File: src/rtl/pkt_tx_pkg.sv
// Shared definitions for the packet transmitter: stream width, header field
// positions, FSM state encoding and word packing helpers.
package pkt_tx_pkg;

  localparam int BLOCK_SIZE = 32;

  localparam int LEN_HI  = 29;
  localparam int LEN_LO  = 24;
  localparam int PORT_HI = 9;
  localparam int PORT_LO = 8;
  localparam int SEQ_HI  = 31;
  localparam int SEQ_LO  = 16;
  localparam int IDX_HI  = 5;
  localparam int IDX_LO  = 0;

  localparam int HDR_WORDS = 6;

  typedef enum logic [3:0] {
    ST_IDLE,
    ST_HDR0,
    ST_HDR1,
    ST_HDR2,
    ST_HDR3,
    ST_HDR4,
    ST_HDR5,
    ST_PAYLOAD,
    ST_GAP
  } packet_tx_state_t;

  function automatic logic [BLOCK_SIZE-1:0] pack_hdr0(input logic [5:0] len,
                                                      input logic [1:0] dest);
    logic [BLOCK_SIZE-1:0] w;
    w                  = '0;
    w[LEN_HI:LEN_LO]   = len;
    w[PORT_HI:PORT_LO] = dest;
    return w;
  endfunction

  function automatic logic [BLOCK_SIZE-1:0] pack_port(input logic [1:0] port);
    logic [BLOCK_SIZE-1:0] w;
    w                  = '0;
    w[PORT_HI:PORT_LO] = port;
    return w;
  endfunction

  function automatic logic [BLOCK_SIZE-1:0] pack_payload(input logic [15:0] seq,
                                                         input logic [5:0]  idx);
    logic [BLOCK_SIZE-1:0] w;
    w                = '0;
    w[SEQ_HI:SEQ_LO] = seq;
    w[IDX_HI:IDX_LO] = idx;
    return w;
  endfunction

endpackage

File: src/rtl/pkt_tx.sv
// Packet transmitter: accepts one request, then serialises six header words
// and len payload words onto a valid/ready stream, followed by an idle gap.
//
// state   | meaning
// --------+----------------------------------------------------------
// IDLE    | req_ready high, waiting for a request
// HDR0    | len/dest word presented, sop=1
// HDR1    | dest MAC high half (reserved, zero)
// HDR2    | src port word
// HDR3    | src MAC high half (reserved, zero)
// HDR4    | t_start timestamp captured at accept
// HDR5    | timestamp frozen when HDR4 transferred; eop if len=0
// PAYLOAD | payload words {seq, index}; eop on the last
// GAP     | tx_valid low for GAP_CYCLES cycles before returning to IDLE
module pkt_tx
  import pkt_tx_pkg::*;
#(
  parameter int GAP_CYCLES = 1,
  parameter int BLOCK_SIZE = pkt_tx_pkg::BLOCK_SIZE
) (
  input  logic                  clk,
  input  logic                  reset,
  input  logic                  req_valid,
  output logic                  req_ready,
  input  logic [1:0]            req_dest,
  input  logic [1:0]            req_src,
  input  logic [5:0]            req_len,
  input  logic [31:0]           timer,
  output logic                  tx_valid,
  input  logic                  tx_ready,
  output logic [BLOCK_SIZE-1:0] tx_data,
  output logic                  tx_sop,
  output logic                  tx_eop,
  output logic                  busy,
  output logic [31:0]           pkt_count
);

  localparam int GAP_W = (GAP_CYCLES > 1) ? $clog2(GAP_CYCLES) : 1;

  packet_tx_state_t state;
  logic [1:0]       dest_r;
  logic [1:0]       src_r;
  logic [5:0]       len_r;
  logic [31:0]      t_start;
  logic [5:0]       idx;
  logic [15:0]      seq;
  logic [GAP_W-1:0] gap_cnt;
  logic             xfer;

  assign xfer = tx_valid && tx_ready;

  always_ff @(posedge clk) begin
    if (reset) begin
      state     <= ST_IDLE;
      req_ready <= 1'b0;
      tx_valid  <= 1'b0;
      tx_data   <= '0;
      tx_sop    <= 1'b0;
      tx_eop    <= 1'b0;
      busy      <= 1'b0;
      pkt_count <= '0;
      seq       <= '0;
      dest_r    <= '0;
      src_r     <= '0;
      len_r     <= '0;
      t_start   <= '0;
      idx       <= '0;
      gap_cnt   <= '0;
    end else begin
      case (state)
        ST_IDLE: begin
          if (req_valid && req_ready) begin
            dest_r    <= req_dest;
            src_r     <= req_src;
            len_r     <= req_len;
            t_start   <= timer;
            state     <= ST_HDR0;
            req_ready <= 1'b0;
            busy      <= 1'b1;
            tx_valid  <= 1'b1;
            tx_data   <= pack_hdr0(req_len, req_dest);
            tx_sop    <= 1'b1;
            tx_eop    <= 1'b0;
          end else begin
            req_ready <= 1'b1;
          end
        end
        ST_HDR0: if (xfer) begin
          state   <= ST_HDR1;
          tx_data <= '0;
          tx_sop  <= 1'b0;
        end
        ST_HDR1: if (xfer) begin
          state   <= ST_HDR2;
          tx_data <= pack_port(src_r);
        end
        ST_HDR2: if (xfer) begin
          state   <= ST_HDR3;
          tx_data <= '0;
        end
        ST_HDR3: if (xfer) begin
          state   <= ST_HDR4;
          tx_data <= t_start;
        end
        // The HDR5 stamp is sampled once here and held through any stall.
        ST_HDR4: if (xfer) begin
          state   <= ST_HDR5;
          tx_data <= timer;
          tx_eop  <= (len_r == 6'd0);
        end
        ST_HDR5: if (xfer && (len_r != 6'd0)) begin
          state   <= ST_PAYLOAD;
          idx     <= 6'd0;
          tx_data <= pack_payload(seq, 6'd0);
          tx_eop  <= (len_r == 6'd1);
        end
        ST_PAYLOAD: if (xfer && !tx_eop) begin
          idx     <= idx + 6'd1;
          tx_data <= pack_payload(seq, idx + 6'd1);
          tx_eop  <= ((idx + 6'd1) == (len_r - 6'd1));
        end
        ST_GAP: begin
          if (gap_cnt == '0) begin
            state     <= ST_IDLE;
            busy      <= 1'b0;
            req_ready <= 1'b1;
          end else begin
            gap_cnt <= gap_cnt - 1'b1;
          end
        end
        default: begin
          state    <= ST_IDLE;
          busy     <= 1'b0;
          tx_valid <= 1'b0;
        end
      endcase

      // Packet completion overrides the per-state updates above.
      if (xfer && tx_eop) begin
        pkt_count <= pkt_count + 32'd1;
        seq       <= seq + 16'd1;
        tx_valid  <= 1'b0;
        tx_data   <= '0;
        tx_sop    <= 1'b0;
        tx_eop    <= 1'b0;
        if (GAP_CYCLES > 0) begin
          state   <= ST_GAP;
          gap_cnt <= GAP_W'(GAP_CYCLES - 1);
        end else begin
          state     <= ST_IDLE;
          busy      <= 1'b0;
          req_ready <= 1'b1;
        end
      end
    end
  end

endmodule

File: config.mk
export PLATFORM = sky130hd
export DESIGN_NAME = pkt_tx
export DESIGN_NICKNAME = d
export VERILOG_FILES = /design/src/rtl/pkt_tx_pkg.sv /design/src/rtl/pkt_tx.sv
export SDC_FILE = /design/constraint.sdc
export NUM_CORES = 1
export LEC_CHECK = 0
export CAP_MARGIN = 20
export CELL_PAD_IN_SITES_DETAIL_PLACEMENT = 0
export CELL_PAD_IN_SITES_GLOBAL_PLACEMENT = 1
export CORE_UTILIZATION = 35
export DETAILED_ROUTE_END_ITERATION = 10
export GPL_ROUTABILITY_DRIVEN = 0
export PLACE_DENSITY = 0.77
export SYNTH_ARGS = -nofsm -noshare
export SYNTH_HDL_FRONTEND = slang
export SYNTH_SLANG_ARGS = --single-unit
File: constraint.sdc
create_clock -name clk -period 1.69 [get_ports clk]
set_input_delay 0.507 -clock clk [delete_from_list [all_inputs] [get_ports clk]]
set_output_delay 0.507 -clock clk [all_outputs]
set_load 0.02 [all_outputs]
After elaboration in Yosys (flattened, before gate mapping)
Cells that the tools add are included.
Widths: inputs -> output; s select.

operators by class
  $add $sub $neg = 5
  magnitude comparators = 0
  reductions and logical operators = 28
  bitwise operators = 3
  $mul = 0
  shift-type cells = 0
  divide/modulo/power cells = 0
  multiplexer cells = 36
  equal/unequal tests = 29

operator list
  operator               number
  $mux 32                7
  $pmux 32 s7            1
  $mux 4                 9
  $pmux 4 s9             1
  $add 32x1->32 const B  1
  $ne 3x3->1 const B     8
  $ne 2x2->1 const B     10
  $reduce_and 9->1       2
  $add 16x1->16 const B  1
  $eq 4x3->1 const B     4
  $mux 6                 2
  $pmux 6 s2             1
  $mux 1                 10
  $reduce_and 3->1       3
  $eq 4x2->1 const B     2
  $reduce_and 8->1       1
  $reduce_or 8->1        1
  $reduce_bool 7->1      1
  $reduce_or 7->1        1
  $add 6x1->6 const B    1
  $eq 6x1->1 const B     1
  $eq 6x6->1             1
  $logic_not 6->1        1
  $pmux 1 s2             3
  17 further kinds       28

storage, ports and cells
  bits in registers = 136
  logic and storage cells = 116
  memories kept = 0
  ROM bits = 0
  output and inout port bits = 69
  RAM bits = 0
  latch bits = 0
  input bits = 46

Depth between registers and ports, before layout
  depth in word-level cells = 5
  gate-level depth with buffers = 9

Least setup slack after synthesis
Ideal clock, no wire load.

  path type = register -> register
  from = register tx_eop
  to = register pkt_count[23]
  stages on the path, launching flop included = 6
  buffers on the path = 0
  period minus slack after synthesis = 1818 ps
  data required time = 1620 ps
  data arrival time = 1748 ps
  path slack = -128 ps
  cell sequence = dfxtp_1 > nand4_4 > nor4_4 > nand2_4 > or3_1 > a21oi_1

between the ends
  cells in the longest elaborated chain, start to end = 1

RTL lines
  item                    line           text
  start, declared         pkt_tx.sv:33   output logic tx_eop,
  start signal, assigned  pkt_tx.sv:109  tx_eop <= (len_r == 6'd0);
  start signal, assigned  pkt_tx.sv:115  tx_eop <= (len_r == 6'd1);
  start signal, assigned  pkt_tx.sv:120  tx_eop <= ((idx + 6'd1) == (len_r - 6'd1));
  $logic_and 1x1->1       pkt_tx.sv:139  if (xfer && tx_eop) begin
  end signal, assigned    pkt_tx.sv:140  pkt_count <= pkt_count + 32'd1;
  end, declared           pkt_tx.sv:35   output logic [31:0] pkt_count

No other way between the ends.
A chain may end at the register's enable or synchronous reset.

Final worst setup path
  from = register len_r[1]
  to = register tx_data[30]

between the ends
  cells in the longest elaborated chain, start to end = 4

RTL lines
  item                        line           text
  start, declared             pkt_tx.sv:43   logic [5:0] len_r;
  start signal, assigned      pkt_tx.sv:75   len_r <= req_len;
  $reduce_bool 6->1           pkt_tx.sv:111  ST_HDR5: if (xfer && (len_r != 6'd0)) begin
  $logic_and 1x1->1           pkt_tx.sv:111
  $ne 2x2->1 (no line)        --
  $reduce_and 8->1 (no line)  --
  end signal, assigned        pkt_tx.sv:108  tx_data <= timer;
  end signal, assigned        pkt_tx.sv:114  tx_data <= pack_payload(seq, 6'd0);
  end signal, assigned        pkt_tx.sv:119  tx_data <= pack_payload(seq, idx + 6'd1);
  end, declared               pkt_tx.sv:31   output logic [BLOCK_SIZE-1:0] tx_data,

No other way between the ends.

==> results by group <==
Outcome
  – Outcome: finished with violations
  – Failing checks: negative setup slack

Floorplanning
  – Core Area: 0.0174 mm^2
  – Initial core utilization: a little over a third
  – Row cnt: 48
  – I/O pins: 115
  – Die Span Y: 136 um
  – Die area: 0.0184 mm^2
  – DIE WIDTH: 136 um

Worst setup path
  – Max stage delay on crit path: 0.33 ns
  – Critical path peak fanout: 12
  – Top Family by Delay on Critical Path: compound AO/OA/AOI/OAI gates
  – CP arrival: roughly 2.2 ns
  – Crit path launch: len_r[1]
  – Setup Crit Path Kind: register to register
  – Worst setup SP type: register
  – Critical-path top delay cell: dfxtp_2
  – Buf/Inv on CP: 4
  – CP Capture Type: register
  – Required time of the critical path: about 2.1 ns
  – RR Startpoint: len_r[1]
  – Cells along the critical path: inv_2, ha_4, a311oi_4, o221ai_4, buf_12, buf_12, buf_12, nor3_4, a21oi_4, nor2_1
  – Crit-path most repeated cell: buf_12

Hold path
  – Min-delay worst type: register to register
  – Hold wc startpoint: t_start[20]

Global routing
  – First-pass GRT wire length: 29800 um
  – Total GRT Usage: between 20% and 30%
  – Initial antenna violation count: 0
  – Vias in the first global route: 5766
  – Remaining Overflow, GRT: 0
  – Largest net degree at the start of global routing: 61

STA
  – Final critical-path required period: 1.85 ns
  – Sum Neg Setup Slack: -2.70 ns
  – Setup Viol. Count Final: 37
  – Least-Margin Pin Slew: approximately 0.53 ns
  – RSZ-0062 raised after global routing: yes
  – Max Freq: 541 MHz
  – Final Slew Violations: 0
  – Ratio of final minimum period to clock period: 109%
  – Hold Vio Cnt, Final: 0
  – Final Skew: between 0.009 and 0.01 ns
  – Setup ws final: -0.160 ns
  – Rel. slew slack: between 60% and 70%

Logic synthesis
  – Top_reg_cell synth: dfxtp_1
  – Register area share after synthesis: between 40% and 50%
  – Yosys reg bits: 135
  – Yosys warning total: 0
  – Unique masters post-synth: between 40 and 50
  – Cell area after synthesis: 0.00626 mm^2
  – Syn nets: 829
  – Ys async rst share: 0%
  – Synthesized area per cell: 8.05 um^2
  – Post-synth EDFFs: 0
  – Synth Instances: 778

Finish
  – Final Net Count: 1034
  – Layout filler cell count: 1573
  – Post-layout util: 55.8%
  – # diodes: 0
  – Layout cells sized above 1: a little under a third
  – Layout area overhead: 54.6%

Detailed routing
  – Vias: 6100
  – Vias per inst: between 4 and 5
  – Final wirelength: a little under 20000 um
  – DRT iter0 DRCs: 358
  – Post-DRT Antenna Nets: 0
  – WL/cell: 15.8 um
  – First-pass iteration count of the detailed router: 4
  – DRC Markers: 0

Power
  – Total power: between 10000 and 15000 uW
  – Max VDD drop: 941 uV
  – Leak Pwr: 0.00385 uW
  – Power density over the cells: 1440 mW/mm^2

CTS
  – CTS root buf: clkbuf_16
  – Clock Sinks: roughly 140
  – CTS tree: built
  – TritonCTS Buffers: 17
  – Worst-path clk slew: ~0.06 ns
  – Worst-Skew Late Latency: between 0.4 and 0.5 ns
  – CTS H-tree lvls: 4
  – Max Root-Sink Buffers: 2

Placed design
  – Port Buffers: 114
  – Detailed placement HPWL: 13000 um

Run
  – Max-cap violations: 0
sequential cells by signal (all words and copies together), names as in the netlist:
signal and cells:
state 4, pkt_count 32, tx_data 32, seq 16, idx 6, req_ready 1
tx_eop 1, tx_valid 1, len_r 6, tx_sop 1, busy 1, t_start 32
src_r 2
cells in the mapped netlist (3+ instances only):
cell type / count / area, um^2
dfxtp_1: 135 / 2700
nand2_1: 121 / 454
nor2_1: 102 / 383
a21oi_1: 101 / 505
nor3_1: 34 / 170
clkbuf_1: 28 / 105
xnor2_1: 28 / 245
mux2i_1: 27 / 270
xor2_1: 27 / 236
nand3_1: 26 / 130
buf_2: 20 / 100
o21ai_0: 18 / 90.1
inv_1: 14 / 52.6
nor2b_1: 10 / 62.6
a22oi_1: 8 / 60.1
nand4_1: 8 / 50.1
a211oi_1: 6 / 45.0
or3_1: 6 / 37.5
and4_1: 5 / 43.8
ha_1: 5 / 62.6
nor4_1: 5 / 31.3
a31oi_1: 4 / 25.0
and3_1: 4 / 25.0
and2_1: 3 / 18.8
nor4_2: 3 / 37.5
o31ai_1: 3 / 22.5
worst register-to-register path, cell delays in order, from the launching register on:
cell	delay [ns]
dfxtp_2	0.33
inv_2	0.05
ha_4	0.16
a311oi_4	0.31
o221ai_4	0.15
buf_12	0.16
buf_12	0.13
buf_12	0.14
nor3_4	0.23
a21oi_4	0.05
nor2_1	0.09
metal layers:
metal / vias up / global-route usage, % / wire, um
li1: 3076 / - / -
met1: 2875 / 26.7 / 8550
met2: 125 / 34.9 / 9640
met3: 24 / 4.45 / 770
met4: 0 / 6.80 / 323
met5: - / 0 / 0
report_power, final:
| part | total (uW) | switching [uW] | internal (uW) |
|---|---|---|---|
| sequential | 3730 | 220 | 3510 |
| combinational | 6330 | 3300 | 3030 |
| clock | 3840 | 1470 | 2370 |
| total | 13900 | 4990 | 8910 |
kinds of logic (layout without fill, tap and decap cells):
family | Yosys count | after routing | share of synthesized area, %
buf+inv | 63 | 281 | 4.24
compound gates | 149 | 149 | 13.7
simple gates | 344 | 344 | 25.9
mux | 27 | 27 | 4.31
xor+xnor | 55 | 55 | 7.69
fa+ha+maj | 5 | 5 | 0.999
flops | 135 | 135 | 43.1
placed cells by master, fill, tap and decap left out, types with 7 or more instances in the layout:
master | Yosys | routed
dfxtp_1 | 135 | 112
mux2i_1 | 27 | 27
nor3_1 | 34 | 13
clkdlybuf4s50_1 | 0 | 42
inv_1 | 14 | 12
clkbuf_2 | 0 | 11
o21ai_0 | 18 | 14
clkbuf_16 | 0 | 19
nand3_1 | 26 | 21
nor2b_1 | 10 | 9
a21oi_1 | 101 | 78
a21oi_2 | 0 | 21
buf_4 | 1 | 95
xor2_1 | 27 | 26
nor3_2 | 2 | 17
nor3_4 | 1 | 7
clkdlybuf4s15_2 | 0 | 7
dlygate4sd2_1 | 0 | 44
buf_12 | 0 | 10
clkdlybuf4s15_1 | 0 | 7
nand4_1 | 8 | 8
xnor2_1 | 28 | 28
nand2_1 | 121 | 117
nor2_1 | 102 | 94
buf_6 | 0 | 11
dfxtp_2 | 0 | 21
repair_timing:
action | 4_1_cts | 5_1_grt
hold buffers | 0 | 0
setup endpoints to repair | 147 | 102
gates cloned | 3 | 2
buffers inserted | 13 | 5
pin swaps | 18 | 41
resized for setup | 158 | 107
through the flow:
stage               std cells  hold WS [ns]  setup WS [ns]  instance area [um^2]
floorplan                 778         0.432        0.00389                  6320
global placement         1170         0.439         -0.707                  8370
detailed placement       1170         0.443         -0.731                  8370
CTS                      1218         0.451         -0.123                  9350
global route             1221         0.469         -0.231                  9680
finish                   1221         0.450         -0.160                  9680
worst paths after layout:
kind,end,slack [ns],cells past startpoint
worst max-delay path,tx_data[30],-0.16,10
worst min-delay path,t_start[20],0.45,2
worst max register to register,tx_data[30],-0.16,10
worst min register to register,t_start[20],0.45,2
cell type report:
| type | count | area (um^2) | share of cell area, % |
|---|---|---|---|
| Timing Repair Buffer | 235 | 2180 | 22.5 |
| Clock buffer | 18 | 439 | 4.54 |
| Multi-Input combinational cell | 580 | 3820 | 39.4 |
| Inverter | 14 | 52.6 | 0.543 |
| Clock inverter | 14 | 174 | 1.80 |
| Tap cell | 225 | 282 | 2.91 |
| Sequential cell | 135 | 2740 | 28.3 |
(Power assumes the default switching activity.)
